File: src/rtl/canbus_tx_scheduler.sv
// canbus_tx_scheduler: shares one CAN transmit core among NUM_MB mailboxes.
// Each selection picks the pending mailbox with the lowest identifier. The block drives the
// core through a start/done handshake, then holds an interframe gap. Errored attempts are
// retried per mailbox up to MAX_RETRY; lost arbitration is retried without being counted.
module canbus_tx_scheduler #(
  parameter int unsigned NUM_MB     = 4,
  parameter int unsigned DATA_BYTES = 8,
  parameter int unsigned MAX_RETRY  = 8,
  parameter int unsigned GAP_CYCLES = 594,
  parameter int unsigned TIMEOUT    = 65535
) (
  input  logic                           clk,
  input  logic                           rst,
  input  logic [NUM_MB-1:0]              mb_req,
  input  logic [NUM_MB*11-1:0]           mb_id,
  input  logic [NUM_MB*4-1:0]            mb_dlc,
  input  logic [NUM_MB*DATA_BYTES*8-1:0] mb_data,
  output logic [NUM_MB-1:0]              mb_done,
  output logic [NUM_MB-1:0]              mb_fail,
  output logic                           core_start,
  output logic [10:0]                    core_id,
  output logic [3:0]                     core_dlc,
  output logic [DATA_BYTES*8-1:0]        core_data,
  input  logic                           core_busy,
  input  logic                           core_done,
  input  logic                           core_ok,
  input  logic                           core_arb_lost
);

  localparam int unsigned DATA_BITS = DATA_BYTES * 8;
  localparam int unsigned IDX_W     = (NUM_MB > 1) ? $clog2(NUM_MB) : 1;
  localparam int unsigned RTY_W     = $clog2(MAX_RETRY + 1);
  localparam int unsigned TMO_W     = $clog2(TIMEOUT + 1);
  localparam int unsigned GAP_W     = $clog2(GAP_CYCLES + 1);
  localparam logic [3:0]  DLC_MAX   = (DATA_BYTES > 15) ? 4'd15 : 4'(DATA_BYTES);

  typedef enum logic [2:0] {
    S_IDLE,
    S_SELECT,
    S_START,
    S_WAIT,
    S_GAP
  } state_t;

  state_t                 state_q, state_d;
  logic [IDX_W-1:0]       idx_q, idx_d;
  logic [10:0]            id_q, id_d;
  logic [3:0]             dlc_q, dlc_d;
  logic [DATA_BITS-1:0]   data_q, data_d;
  logic                   start_q, start_d;
  logic [NUM_MB-1:0]      done_q, done_d;
  logic [NUM_MB-1:0]      fail_q, fail_d;
  logic [NUM_MB-1:0]      served_q, served_d;
  logic [RTY_W-1:0]       retry_q [NUM_MB];
  logic [RTY_W-1:0]       retry_d [NUM_MB];
  logic [TMO_W-1:0]       tmo_q, tmo_d;
  logic [GAP_W-1:0]       gap_q, gap_d;

  logic [NUM_MB-1:0]      pending;
  logic [NUM_MB-1:0]      served_set;
  logic                   err_c;
  logic                   sel_found;
  logic [IDX_W-1:0]       sel_idx;
  logic [10:0]            sel_id;
  logic [3:0]             sel_dlc;
  logic [DATA_BITS-1:0]   sel_data;

  assign pending = mb_req & ~served_q;

  // Lowest identifier among pending mailboxes; strict compare keeps ties on the lowest index.
  always_comb begin
    sel_found = 1'b0;
    sel_idx   = '0;
    sel_id    = '0;
    sel_dlc   = '0;
    sel_data  = '0;
    for (int unsigned i = 0; i < NUM_MB; i++) begin
      if (pending[i] && (!sel_found || (mb_id[11*i +: 11] < sel_id))) begin
        sel_found = 1'b1;
        sel_idx   = IDX_W'(i);
        sel_id    = mb_id[11*i +: 11];
        sel_dlc   = mb_dlc[4*i +: 4];
        sel_data  = mb_data[DATA_BITS*i +: DATA_BITS];
      end
    end
  end

  // Next-state, frame sequencing and retry bookkeeping.
  always_comb begin
    state_d    = state_q;
    idx_d      = idx_q;
    id_d       = id_q;
    dlc_d      = dlc_q;
    data_d     = data_q;
    start_d    = 1'b0;
    done_d     = '0;
    fail_d     = '0;
    retry_d    = retry_q;
    tmo_d      = tmo_q;
    gap_d      = gap_q;
    served_set = '0;
    err_c      = 1'b0;

    case (state_q)
      S_IDLE: begin
        if (|pending) state_d = S_SELECT;
      end
      S_SELECT: begin
        if (sel_found) begin
          idx_d   = sel_idx;
          id_d    = sel_id;
          dlc_d   = (sel_dlc > DLC_MAX) ? DLC_MAX : sel_dlc;
          data_d  = sel_data;
          state_d = S_START;
        end else begin
          state_d = S_IDLE;
        end
      end
      S_START: begin
        if (!core_busy) begin
          start_d = 1'b1;
          tmo_d   = '0;
          state_d = S_WAIT;
        end
      end
      S_WAIT: begin
        if (core_done) begin
          state_d = S_GAP;
          gap_d   = '0;
          if (core_ok) begin
            done_d[idx_q]     = 1'b1;
            served_set[idx_q] = 1'b1;
            retry_d[idx_q]    = '0;
          end else if (!core_arb_lost) begin
            err_c = 1'b1;
          end
        end else if (tmo_q == TMO_W'(TIMEOUT - 1)) begin
          state_d = S_GAP;
          gap_d   = '0;
          err_c   = 1'b1;
        end else begin
          tmo_d = tmo_q + TMO_W'(1);
        end
        if (err_c) begin
          if (retry_q[idx_q] == RTY_W'(MAX_RETRY - 1)) begin
            fail_d[idx_q]     = 1'b1;
            served_set[idx_q] = 1'b1;
            retry_d[idx_q]    = '0;
          end else begin
            retry_d[idx_q] = retry_q[idx_q] + RTY_W'(1);
          end
        end
      end
      S_GAP: begin
        if (gap_q == GAP_W'(GAP_CYCLES - 1)) state_d = S_IDLE;
        else                                 gap_d   = gap_q + GAP_W'(1);
      end
      default: state_d = S_IDLE;
    endcase

    served_d = (served_q & mb_req) | served_set;
  end

  // State and datapath registers.
  always_ff @(posedge clk or posedge rst) begin
    if (rst) begin
      state_q  <= S_IDLE;
      idx_q    <= '0;
      id_q     <= '0;
      dlc_q    <= '0;
      data_q   <= '0;
      start_q  <= 1'b0;
      done_q   <= '0;
      fail_q   <= '0;
      served_q <= '0;
      tmo_q    <= '0;
      gap_q    <= '0;
      for (int unsigned i = 0; i < NUM_MB; i++) retry_q[i] <= '0;
    end else begin
      state_q  <= state_d;
      idx_q    <= idx_d;
      id_q     <= id_d;
      dlc_q    <= dlc_d;
      data_q   <= data_d;
      start_q  <= start_d;
      done_q   <= done_d;
      fail_q   <= fail_d;
      served_q <= served_d;
      tmo_q    <= tmo_d;
      gap_q    <= gap_d;
      retry_q  <= retry_d;
    end
  end

  assign mb_done    = done_q;
  assign mb_fail    = fail_q;
  assign core_start = start_q;
  assign core_id    = id_q;
  assign core_dlc   = dlc_q;
  assign core_data  = data_q;

endmodule

File: config.mk
export PLATFORM = sky130hd
export DESIGN_NAME = canbus_tx_scheduler
export DESIGN_NICKNAME = d
export VERILOG_FILES = /design/src/rtl/canbus_tx_scheduler.sv
export SDC_FILE = /design/constraint.sdc
export NUM_CORES = 1
export LEC_CHECK = 0
export ABC_CLOCK_PERIOD_IN_PS = 10700
export CELL_PAD_IN_SITES_DETAIL_PLACEMENT = 1
export CELL_PAD_IN_SITES_GLOBAL_PLACEMENT = 1
export CORE_MARGIN = 1.5
export CORE_UTILIZATION = 31
export CTS_BUF_LIST = sky130_fd_sc_hd__clkbuf_8
export DETAILED_ROUTE_END_ITERATION = 10
export PLACE_DENSITY = 0.85
export SYNTH_ARGS = -nofsm -noshare
export SYNTH_HDL_FRONTEND = slang
export SYNTH_SLANG_ARGS = --single-unit
File: constraint.sdc
create_clock -name clk -period 10.7 [get_ports clk]
set_input_delay 1.07 -clock clk [delete_from_list [all_inputs] [get_ports clk]]
set_output_delay 1.07 -clock clk [all_outputs]
set_load 0.1 [all_outputs]
After elaboration in Yosys (flattened, before gate mapping)
Cells that the tools add are included.

Bits in registers: 139. Bits of input ports: 326. Word-level logic and storage cells: 133.

Add/subtract/negate cells: 3. $lt $le $gt $ge: 8. Eq/ne operators: 14. Muxes and demuxes: 65. Bitwise logic cells: 9. Reduce and logical (&&, ||, !) cells: 19.

Operators by type and width (count): two-way mux 64 bit (4); two-way mux 16 bit (8); two-way mux 4 bit (18); two-way mux 11 bit (4); less-than comparator 11 bit (3); bitwise AND 16 bit (2); one-hot mux 16 bit (2 select lines) (1); two-way mux 10 bit (3); one-hot mux 10 bit (2 select lines) (1); adder 16 x 1 -> 16 bit, second input constant (1); bitwise mux 16 bit (1); equality test 16 bit, second input constant (1); inverter 16 bit (1); two-way mux 3 bit (5); one-hot mux 3 bit (5 select lines) (1); two-way mux 1 bit (13); inequality test 2 bit, second input constant (6); adder 10 x 1 -> 10 bit, second input constant (1); equality test 10 bit, second input constant (1); bitwise AND 4 bit (2); binary-select mux 4 bit (select 2 bit) (1); demux 4 bit (select 2 bit) (1); OR 4 bit (2); AND reduction 4 bit (2); 23 further kinds (35).

Longest topological paths before layout
Word-level depth: 17. Mapped depth: 38.

Worst setup path before layout
No wires, ideal clock.

Path type: input-to-reg. Start point: input mb_req[0]. End point: register dlc_q[0] (netlist: core_dlc[0]). Library setup time: 0.082 ns. Arrival time: 8.285 ns. Required time: 10.618 ns. Setup slack: 2.333 ns. Stages on the path: 37. Buffers on the path: 6. Cells stage by stage: and2b_1 > clkbuf_1 > nand2_1 > ha_1 > a21oi_1 > nand2_1 > a221oi_2 > o211a_1 > clkbuf_1 > clkbuf_1 > nand2_1 > o21ai_0 > inv_1 > ha_1 > a21o_1 > a21o_1 > a211oi_1 > nand2_1 > o31a_1 > o2111a_1 > a311oi_2 > buf_2 > buf_2 > o31ai_1 > ha_1 > a21o_1 > a21o_1 > a21o_1 > a21o_1 > a21o_1 > a21o_1 > a21oi_1 > a32o_1 > a31oi_4 > buf_8 > or3b_2 > a31oi_1.

Word-level cells in the longest chain between the ends: 16. Elaborated cells on any way between the ends: 27. Those cells by class: order compare: 4; mux: 12; bitwise: 1; reduce/logical: 10.

Ends and longest elaborated chain: start: declaration (RTL line 14) `input logic [NUM_MB-1:0] mb_req,`; bitwise AND 4 bit * (RTL line 68) `assign pending = mb_req & ~served_q;`; two-way mux 11 bit / two-way mux 1 bit (equally long branches) (RTL line 78) `if (pending[i] && (!sel_found || (mb_id[11*i +: 11] < sel_id))) begin`; less-than comparator 11 bit / logical NOT 1 bit (equally long branches) (RTL line 78); logical OR 1 bit (RTL line 78); logical AND 1 bit (RTL line 78); two-way mux 11 bit / two-way mux 1 bit (equally long branches) (RTL line 78); less-than comparator 11 bit / logical NOT 1 bit (equally long branches) (RTL line 78); logical OR 1 bit (RTL line 78); logical AND 1 bit (RTL line 78); two-way mux 11 bit / two-way mux 1 bit (equally long branches) (RTL line 78); less-than comparator 11 bit / logical NOT 1 bit (equally long branches) (RTL line 78); logical OR 1 bit (RTL line 78); logical AND 1 bit (RTL line 78); two-way mux 4 bit (RTL line 78); > comparator 4 bit (RTL line 112) `dlc_d = (sel_dlc > DLC_MAX) ? DLC_MAX : sel_dlc;`; two-way mux 4 bit (RTL line 112); end signal: assignment (RTL line 183) `dlc_q <= dlc_d;`; end: declaration (RTL line 48) `logic [3:0] dlc_q, dlc_d;`.

Every way passes the cells marked *; elsewhere a longest branch is shown, timed or not. A chain may end at the register's enable or synchronous reset.

Worst setup path in the final report
Start point: input mb_req[0]. End point: register data_q[52] (netlist: core_data[52]).

Word-level cells in the longest chain between the ends: 15. Elaborated cells on any way between the ends: 25. Those cells by class: order compare: 3; mux: 11; bitwise: 1; reduce/logical: 10.

Ends and longest elaborated chain: bitwise AND 4 bit * (RTL line 68); two-way mux 11 bit / two-way mux 1 bit (equally long branches) (RTL line 78); less-than comparator 11 bit / logical NOT 1 bit (equally long branches) (RTL line 78); logical OR 1 bit (RTL line 78); logical AND 1 bit (RTL line 78); two-way mux 11 bit / two-way mux 1 bit (equally long branches) (RTL line 78); less-than comparator 11 bit / logical NOT 1 bit (equally long branches) (RTL line 78); logical OR 1 bit (RTL line 78); logical AND 1 bit (RTL line 78); two-way mux 11 bit / two-way mux 1 bit (equally long branches) (RTL line 78); less-than comparator 11 bit / logical NOT 1 bit (equally long branches) (RTL line 78); logical OR 1 bit (RTL line 78); logical AND 1 bit (RTL line 78); two-way mux 1 bit (RTL line 78); AND reduction 2 bit (no source line); end signal: assignment (RTL line 184) `data_q <= data_d;`; end: declaration (RTL line 49) `logic [DATA_BITS-1:0] data_q, data_d;`.

Marks and branches as above.

==> metrics <==
status=finished, final reports clean; Net Sw Power=2.12 mW; Primary FF master, synth=dfrtp_1; Hold Path Depth=2; Max IR drop VDD=0.130 mV; Finished Layout Cells=1929; vias in the first global route=10428; Mapped Avg Cell Area=8.03 sq um; R2R cell count=28; Syn-to-layout area delta=51.1%; Syn Nets=1514; Initial Utilization=31.4%; CP max stage cell=a311oi_4; core region area=0.0296 sq mm; Pwr Density=262 mW/mm^2; Max Cap Violations=0; Leak Pwr=6.12 nW; Setup TNS=0 ns; nets=1883; dpl cells=1894; Final ANT Viol Nets=0; Post-CTS Hold Buffers=0; Crit Path Class=in2reg; RSZ-0062 raised after global routing=no; Rows=63; Max clock buf depth=2; layout cells sized above 1=4.62%; DR iter-0 viols=465; first-pass GRT wire length=56900 um; Avg WL per Cell=19.4 um; Worst Skew=0.0184 ns; Tot GR Track Use=23.8%; Max Clk Rate=110 MHz; Gate power share=64.5%; die area=0.0309 sq mm; clk sinks=139; setup bufs post-CTS=0; Die H=176 um; # H-tree levels=4; initial antenna violation count=3; via count=9883; detailed placement HPWL=29100 um; CP Capture Type=register; Worst slew margin=26.3%; post-synth cell types=55; DRC Markers=0; Initial DRT Pass Iterations=4; count leader, synth=nand2_1; post-route cell area=0.0140 sq mm; Cells after Synth=1154; final worst path period share=85.3%; Max Transition Viols Final=0; post-synth top area cell=dfrtp_1; commonest cells in the netlist=nand2_1 (198), nor2_1 (178), a21oi_1 (139), dfrtp_1 (139), o21ai_0 (109); Worst-Margin Slew=1.10 ns; WL final=37400 um; setup violators final=0; Syn. warnings=0; core utilization of the finished layout=47.4%; global route overflow=0; Yosys reg bits=139; Placer Congestion=0.886; min-delay worst type=reg2reg; sequential area share after synthesis=37.5%; largest cells by area after synthesis=dfrtp_1 (38%), mux2i_1 (10%), nand2_1 (8.0%); CTS Buf Count=17; Critical Path Max Stage Delay=0.65 ns; IO Port Bufs=413; Worst setup SP type=primary input; Tmin final=9.12 ns; Via density=5.12; number of synthesized flops with an enable pin=0; internal power=1.56 mW; number of fillers in the final layout=3509; final hold vios=0; placed cell area=0.0136 sq mm; CTS tree=yes; Worst-Skew Late Latency=0.47 ns; Critical Path AT=9.42 ns; crit-path max FO=44; Synth top area share=37.5%; largest net degree at the start of global routing=103; Switching Share=57.7%; post-CTS sizing=0; Die W=176 um; sequential power share=23.1%; clk slew on worst S/H paths=0.09 ns; IO Count=414; share of synthesized registers carrying an async set or reset=100%; Req. time, crit path=11.00 ns; Cell Area, Synth=0.00927 sq mm; clock root cell=clkbuf_8; Clk pwr share=12.4%
-- layout make-up --
class / instances / area [sq um] / share of cell area (%)
clock inverter: 15 / 178 / 1.27
clock buffer: 17 / 234 / 1.67
inverter: 33 / 129 / 0.920
multi-input combinational: 909 / 5280 / 37.7
timing repair buffer: 423 / 4210 / 30.1
tap: 390 / 488 / 3.48
antenna: 3 / 7.51 / 0.0536
sequential: 139 / 3480 / 24.8
-- sequential cells by signal, indices dropped and copies added, names as in the netlist --
name	flops
core_data	64
retry_q	16
tmo_q	16
core_id	11
gap_q	10
core_dlc	4
mb_done	4
mb_fail	4
served_q	4
state_q	3
idx_q	2
core_start	1
-- through the flow --
stage          total power, mW  worst slack (ns)  hold slack, ns
2_1_floorplan             2.58              2.33           0.445
3_3_place_gp              3.18              1.52           0.466
3_5_place_dp              3.24              1.16           0.472
4_1_cts                   3.70              1.63           0.502
5_1_grt                   3.86              1.00           0.517
6_report                  3.68              1.58           0.494
-- worst paths after layout --
kind / from / slack, ns / endpoint
max: mb_req[0] / 1.58 / core_data[52]
min: retry_q[8] / 0.49 / retry_q[8]
max reg2reg: served_q[0] / 2.22 / core_data[52]
min reg2reg: retry_q[8] / 0.49 / retry_q[8]
max in group asynchronous: rst / 8.24 / state_q[2]
min in group asynchronous: rst / 1.15 / core_data[31]
-- metal layers --
| metal | track usage (%) | vias up | wire length [um] | share of wire (%) |
|---|---|---|---|---|
| met5 | 0 | - | 12 | 0.032 |
| met4 | 8.26 | 2 | 1050 | 2.8 |
| met3 | 5.76 | 62 | 2320 | 6.2 |
| met2 | 43.2 | 312 | 19000 | 51 |
| met1 | 27.0 | 4807 | 15000 | 40 |
| li1 | - | 4700 | - | - |
-- power by group through the flow --
stage / registers (mW) / logic (mW) / clock network (mW)
after floorplan: 1.93 / 0.647 / 0
after global placement: 0.847 / 2.33 / 0
after detailed placement: 0.857 / 2.38 / 0
after CTS: 0.851 / 2.38 / 0.470
after global routing: 0.875 / 2.49 / 0.490
final: 0.850 / 2.37 / 0.456
-- cells by family (layout without fill, tap and decap cells) --
group,count (synthesis),after routing,synth area share [%]
DFF,139,139,37.5
adders and majority gates,35,35,4.71
AOI/OAI and AO/OA,295,295,17.7
muxes,108,108,12.3
buffers and inverters,106,488,5.74
and+or+nand+nor,457,457,20.7
xor gates and xnor gates,14,14,1.32
other,0,3,0
-- cells in the final DEF, fill, tap and decap left out, types with 5 or more instances in the layout --
cell             count
a21o_1              10
a21oi_1            139
a31oi_1             11
and3_1               5
buf_4               10
clkbuf_8            17
clkdlybuf4s50_1    413
dfrtp_1            139
ha_1                34
inv_1               32
inv_6                6
mux2_2              10
mux2i_1             94
nand2_1            198
nand2b_1            10
nand3_1             17
nand4_1             11
nor2_1             178
nor2b_1              7
nor3_1               6
nor4_1               5
o21ai_0            109
xor2_1              10
-- critical path, delay by kind of cell --
family / cells / cell delay [ns]
compound gates: 14 / 4.08
simple gates: 6 / 1.02
mux: 2 / 0.57
buf+inv: 4 / 1.75
fa+ha+maj: 3 / 0.83
(Power assumes the default switching activity.)
